### src/rtl/regfile_pkg.sv
// Shared defaults and helpers for the register file with scoreboard.
package regfile_pkg;

  localparam int DEF_DATA_W = 16;
  localparam int DEF_NREGS  = 8;

  // True when the address names the hardwired-zero register.
  function automatic logic is_zero_reg(input logic zero_en, input logic [31:0] addr);
    return zero_en && (addr == 32'd0);
  endfunction

endpackage

### src/rtl/rf_scoreboard.sv
// Busy tracking for in-flight destinations: WAW conflict pulse and source-busy capture.
module rf_scoreboard
  import regfile_pkg::*;
#(
  parameter int NREGS   = DEF_NREGS,
  parameter int AW      = $clog2(NREGS),
  parameter int ZERO_R0 = 1
) (
  input  logic             clk,
  input  logic             rst,
  input  logic             rd_en,
  input  logic [AW-1:0]    ra,
  input  logic [AW-1:0]    rb,
  input  logic             we,
  input  logic [AW-1:0]    rw,
  input  logic             iss_en,
  input  logic [AW-1:0]    iss_rd,
  output logic [NREGS-1:0] busy,
  output logic             ra_busy,
  output logic             rb_busy,
  output logic             iss_conflict
);

  logic [NREGS-1:0] busy_q;
  logic [NREGS-1:0] wb_hit;
  logic [NREGS-1:0] iss_hit;
  logic [NREGS-1:0] busy_pw;
  logic [NREGS-1:0] busy_d;

  // Issue/writeback protocol: iss_en reserves iss_rd, we releases rw; both are
  // single-cycle qualifiers with no back-pressure. When both hit one register
  // in the same cycle the fresh reservation wins.
  always_comb begin
    wb_hit  = '0;
    iss_hit = '0;
    for (int i = 0; i < NREGS; i++) begin
      wb_hit[i]  = we && (rw == AW'(i));
      iss_hit[i] = iss_en && (iss_rd == AW'(i)) && !is_zero_reg(ZERO_R0 != 0, i);
    end
    busy_pw = busy_q & ~wb_hit;
    busy_d  = busy_pw | iss_hit;
  end

  always_ff @(posedge clk) begin
    if (rst) begin
      busy_q       <= '0;
      ra_busy      <= 1'b0;
      rb_busy      <= 1'b0;
      iss_conflict <= 1'b0;
    end else begin
      busy_q       <= busy_d;
      iss_conflict <= |(iss_hit & busy_pw);
      // Sources see the post-writeback, pre-issue view.
      if (rd_en) begin
        ra_busy <= busy_pw[ra];
        rb_busy <= busy_pw[rb];
      end
    end
  end

  assign busy = busy_q;

endmodule

### src/rtl/regfile_sb.sv
// Parametrised register file with write-first bypass on registered read ports
// and an integrated busy scoreboard.
module regfile_sb
  import regfile_pkg::*;
#(
  parameter int DATA_W  = DEF_DATA_W,
  parameter int NREGS   = DEF_NREGS,
  parameter int AW      = $clog2(NREGS),
  parameter int ZERO_R0 = 1
) (
  input  logic              clk,
  input  logic              rst,
  input  logic              rd_en,
  input  logic [AW-1:0]     ra,
  input  logic [AW-1:0]     rb,
  output logic [DATA_W-1:0] busa,
  output logic [DATA_W-1:0] busb,
  output logic              ra_busy,
  output logic              rb_busy,
  input  logic              we,
  input  logic [AW-1:0]     rw,
  input  logic [DATA_W-1:0] busw,
  input  logic              iss_en,
  input  logic [AW-1:0]     iss_rd,
  output logic              iss_conflict,
  output logic [NREGS-1:0]  busy
);

  logic [DATA_W-1:0] mem [NREGS];
  logic              wr_ok;

  assign wr_ok = we && !is_zero_reg(ZERO_R0 != 0, 32'(rw));

  // Zero register beats bypass; bypass beats the stale array value.
  function automatic logic [DATA_W-1:0] src_val(input logic [AW-1:0] addr);
    if (is_zero_reg(ZERO_R0 != 0, 32'(addr)))
      return '0;
    else if (we && (rw == addr))
      return busw;
    else
      return mem[addr];
  endfunction

  always_ff @(posedge clk) begin
    if (rst) begin
      for (int i = 0; i < NREGS; i++) mem[i] <= '0;
      busa <= '0;
      busb <= '0;
    end else begin
      if (rd_en) begin
        busa <= src_val(ra);
        busb <= src_val(rb);
      end
      if (wr_ok) mem[rw] <= busw;
    end
  end

  rf_scoreboard #(
    .NREGS   (NREGS),
    .AW      (AW),
    .ZERO_R0 (ZERO_R0)
  ) u_sb (
    .clk          (clk),
    .rst          (rst),
    .rd_en        (rd_en),
    .ra           (ra),
    .rb           (rb),
    .we           (we),
    .rw           (rw),
    .iss_en       (iss_en),
    .iss_rd       (iss_rd),
    .busy         (busy),
    .ra_busy      (ra_busy),
    .rb_busy      (rb_busy),
    .iss_conflict (iss_conflict)
  );

endmodule

### config.mk
export PLATFORM = sky130hd
export DESIGN_NAME = regfile_sb
export DESIGN_NICKNAME = d
export VERILOG_FILES = /design/src/rtl/regfile_pkg.sv /design/src/rtl/rf_scoreboard.sv /design/src/rtl/regfile_sb.sv
export SDC_FILE = /design/constraint.sdc
export NUM_CORES = 1
export LEC_CHECK = 0
export BUFFER_PORTS_ARGS = -buffer_cell sky130_fd_sc_hd__buf_2
export CORE_MARGIN = 3
export CORE_UTILIZATION = 54
export DETAILED_ROUTE_END_ITERATION = 8
export PLACE_DENSITY = 0.84
export SETUP_SLACK_MARGIN = 0.15
export SLEW_MARGIN = 10
export SYNTH_ARGS = -nofsm -noshare
export SYNTH_HDL_FRONTEND = slang
export SYNTH_HIERARCHICAL = 1
export SYNTH_SLANG_ARGS = --single-unit
export TNS_END_PERCENT = 30
### constraint.sdc
create_clock -name clk -period 2 [get_ports clk]
set_clock_uncertainty 0.05 [all_clocks]
set_input_delay 0.4 -clock clk [delete_from_list [all_inputs] [get_ports clk]]
set_output_delay 0.4 -clock clk [all_outputs]
set_load 0.01 [all_outputs]
==> results.sh <==
export IMPL_initial_core_util_pct=56.1
export IMPL_grt_antenna_before_repair=0
export IMPL_ys_ff_latch=171
export IMPL_finalCritPeriodShare_pct=83.9
export IMPL_crit_path_max_incr_delay_ns=0.47
export IMPL_final_util_pct=66.0
export IMPL_final_fill_count=1055
export IMPL_grt_pass1_vias=6310
export IMPL_slew_limit_headroom_pct=61.3
export IMPL_drt_initial_drc_count=777
export IMPL_cts_htree_levels=4
export IMPL_track_usage_pct=26.8
export IMPL_cts_resized=0
export IMPL_crit_chain="mux4_2 > mux2i_1 > nor3_1 > a221o_1"
export IMPL_cp_start_kind="register"
export IMPL_routedWlPerCell_um=24.3
export IMPL_ys_warn_count=6
export IMPL_postRouteAntennaNets=0
export IMPL_worstPathArrival_ns=1.95
export IMPL_required_ns=2.27
export IMPL_final_max_slew_violation_count=0
export IMPL_maxCapViolations=0
export IMPL_grt_first_pass_wirelength_um=35900
export IMPL_place_ws_ns=-0.0704
export IMPL_grt_overflow_total=0
export IMPL_clkTransAtPathRegs_ns=0.06
export IMPL_syn_inst=602
export IMPL_core_mm2=0.0155
export IMPL_reg2reg_slack_ns=0.32
export IMPL_root_buffer="clkbuf_16"
export IMPL_fp_dieArea_mm2=0.0176
export IMPL_clk_latency_ns=0.43
export IMPL_hold_violations=0
export IMPL_cts_tree="done"
export IMPL_cts_sinks=171
export IMPL_ioPinCount=76
export IMPL_nets=754
export IMPL_wirelength_um=23000
export IMPL_die_x_um=133
export IMPL_num_rows=45
export IMPL_p_per_area_mw_per_mm2=810
export IMPL_clockBufferDepth=2
export IMPL_gp_congestion=0.884
export IMPL_tns_ns=0
export IMPL_setup_ws_ns=0.322
export IMPL_cts_buffers=17
export IMPL_yosysUniqueCellTypes=52
export IMPL_ys_flop_type="edfxtp_1"
export IMPL_worst_path_max_delay_cell="mux4_2"
export IMPL_hp_class="input pin to register"
export IMPL_die_h_um=133
export IMPL_syn_area_mm2=0.00869
export IMPL_synth_top_cell_by_area="edfxtp_1"
export IMPL_drc=0
export IMPL_vias=6042
export IMPL_dr_pass1_iters=5
export IMPL_io_buffers=75
export IMPL_antenna_cells=0
export IMPL_max_vdd_ir_drop_mv=0.615
export IMPL_fmax_mhz=596
export IMPL_synthTopCellsByArea="edfxtp_1 (44%), mux4_2 (17%), dfxtp_1 (9.9%)"
export IMPL_rsz0062_at_grt="no"
export IMPL_fin_crit_ns=1.68
export IMPL_place_hpwl_um=15500
export IMPL_grt_max_degree=24
export IMPL_status="completed"
export IMPL_postCtsHoldBufs=0
export IMPL_synth_top_cell_area_share_pct=44.3
export IMPL_yosysSeqAreaShare_pct=54.2
export IMPL_critPathKind="register to register"
export IMPL_end_kind="register"
export IMPL_finalSetupViolations=0
export IMPL_postCtsSetupBuffers=0
export IMPL_syn_area_per_cell_um2=14.4
export IMPL_synth_most_common_cell="edfxtp_1"
export IMPL_area_delta_synth_final_pct=17.6
export IMPL_drive_gt1_share_pct=32.4
export IMPL_tightest_slew_ns=0.580
export IMPL_synthArstFlopShare_pct=0
export IMPL_total_leakage_power_nw=3.89
export IMPL_synth_edf_count=128
export IMPL_synth_common_cells="edfxtp_1 (128), and2_1 (113), mux4_2 (64)"
export IMPL_viasPerCell=6.39
export IMPL_cp_max_fo=2
==> state kept, by name, summed over array words and instances, names as in the netlist <==
name and count:
busa 16, busb 16, u_sb/busy 8, u_sb/ra_busy 1, u_sb/iss_conflict 1, u_sb/rb_busy 1, mem 128
==> layer usage <==
| layer | vias up | global-route usage [%] | share of wire (%) |
|---|---|---|---|
| li1 | 2581 | - | - |
| met1 | 3049 | 33.1 | 36 |
| met2 | 334 | 45.0 | 51 |
| met3 | 78 | 5.32 | 8.3 |
| met4 | 0 | 13.8 | 4.0 |
| met5 | - | 0 | 0 |
==> area by class of cell <==
type,instances,area [um2],share of cell area [%]
clock buffers,24,472,4.62
flip-flops and latches,171,4700,46.1
well taps,211,264,2.58
clock inverters,8,45.0,0.441
inverters,4,15.0,0.147
repair buffers,132,941,9.21
multi-input cells,395,3770,36.9
==> worst paths after layout <==
check                                                to                      from  depth (start not counted)
worst max register to register    busa[12]$_SDFFE_PP0P_  mem[4][12]$_SDFFCE_PN0P_                          4
worst min-delay path            u_sb/busy[7]$_SDFF_PP0_                    iss_en                          3
worst min register to register  u_sb/busy[1]$_SDFF_PP0_   u_sb/busy[1]$_SDFF_PP0_                          2
worst max-delay path              busa[12]$_SDFFE_PP0P_  mem[4][12]$_SDFFCE_PN0P_                          4
==> cell families (layout without fill, tap and decap cells) <==
logic type | count (synthesis) | after routing | synth area share [%]
compound gates | 59 | 59 | 6.28
simple gates | 214 | 214 | 15.1
other cells | 1 | 16 | 0.0432
buf+inv | 51 | 168 | 3.08
mux | 98 | 98 | 20.5
flops | 171 | 171 | 54.2
xor+xnor | 8 | 8 | 0.807
==> cell usage in the layout (no fill, tap or decap), drive strengths merged, types with 3 or more instances in the layout <==
| cell | count |
|---|---|
| buf | 132 |
| clkinv | 6 |
| dfxtp | 43 |
| nor2 | 10 |
| nor3 | 38 |
| a2111oi | 4 |
| or2 | 8 |
| a21oi | 4 |
| inv | 6 |
| and2 | 113 |
| o21ai | 5 |
| a221o | 32 |
| and3b | 3 |
| edfxtp | 128 |
| nor3b | 5 |
| mux2i | 34 |
| clkbuf | 24 |
| mux4 | 64 |
| nand3 | 4 |
| conb | 16 |
| nand2 | 8 |
| nand2b | 5 |
| xnor2 | 8 |
| nor2b | 4 |
==> metrics by stage <==
stage	area (um2)	power, W	instances	hold WS [ns]
finish	10200	0.00827	945	0.229
global route	10200	0.00851	945	0.242
CTS	10200	0.00827	945	0.213
detailed placement	9700	0.00535	913	0.419
global placement	9700	0.00530	913	0.411
floorplan	8800	0.00490	617	0.444
==> critical path: cells and delay by family (launching register included) <==
kind               cells  cell delay (ns)
AOI/OAI and AO/OA      1             0.26
DFF                    1             0.41
muxes                  2             0.75
and+or+nand+nor        1             0.10
==> power by group <==
group,internal [W],total (W),switching (W)
Clock,0.00164,0.00297,0.00133
Sequential,0.00406,0.00421,0.000151
Combinational,0.000545,0.00109,0.000549
Note: power is estimated with default switching activity, not from simulation.
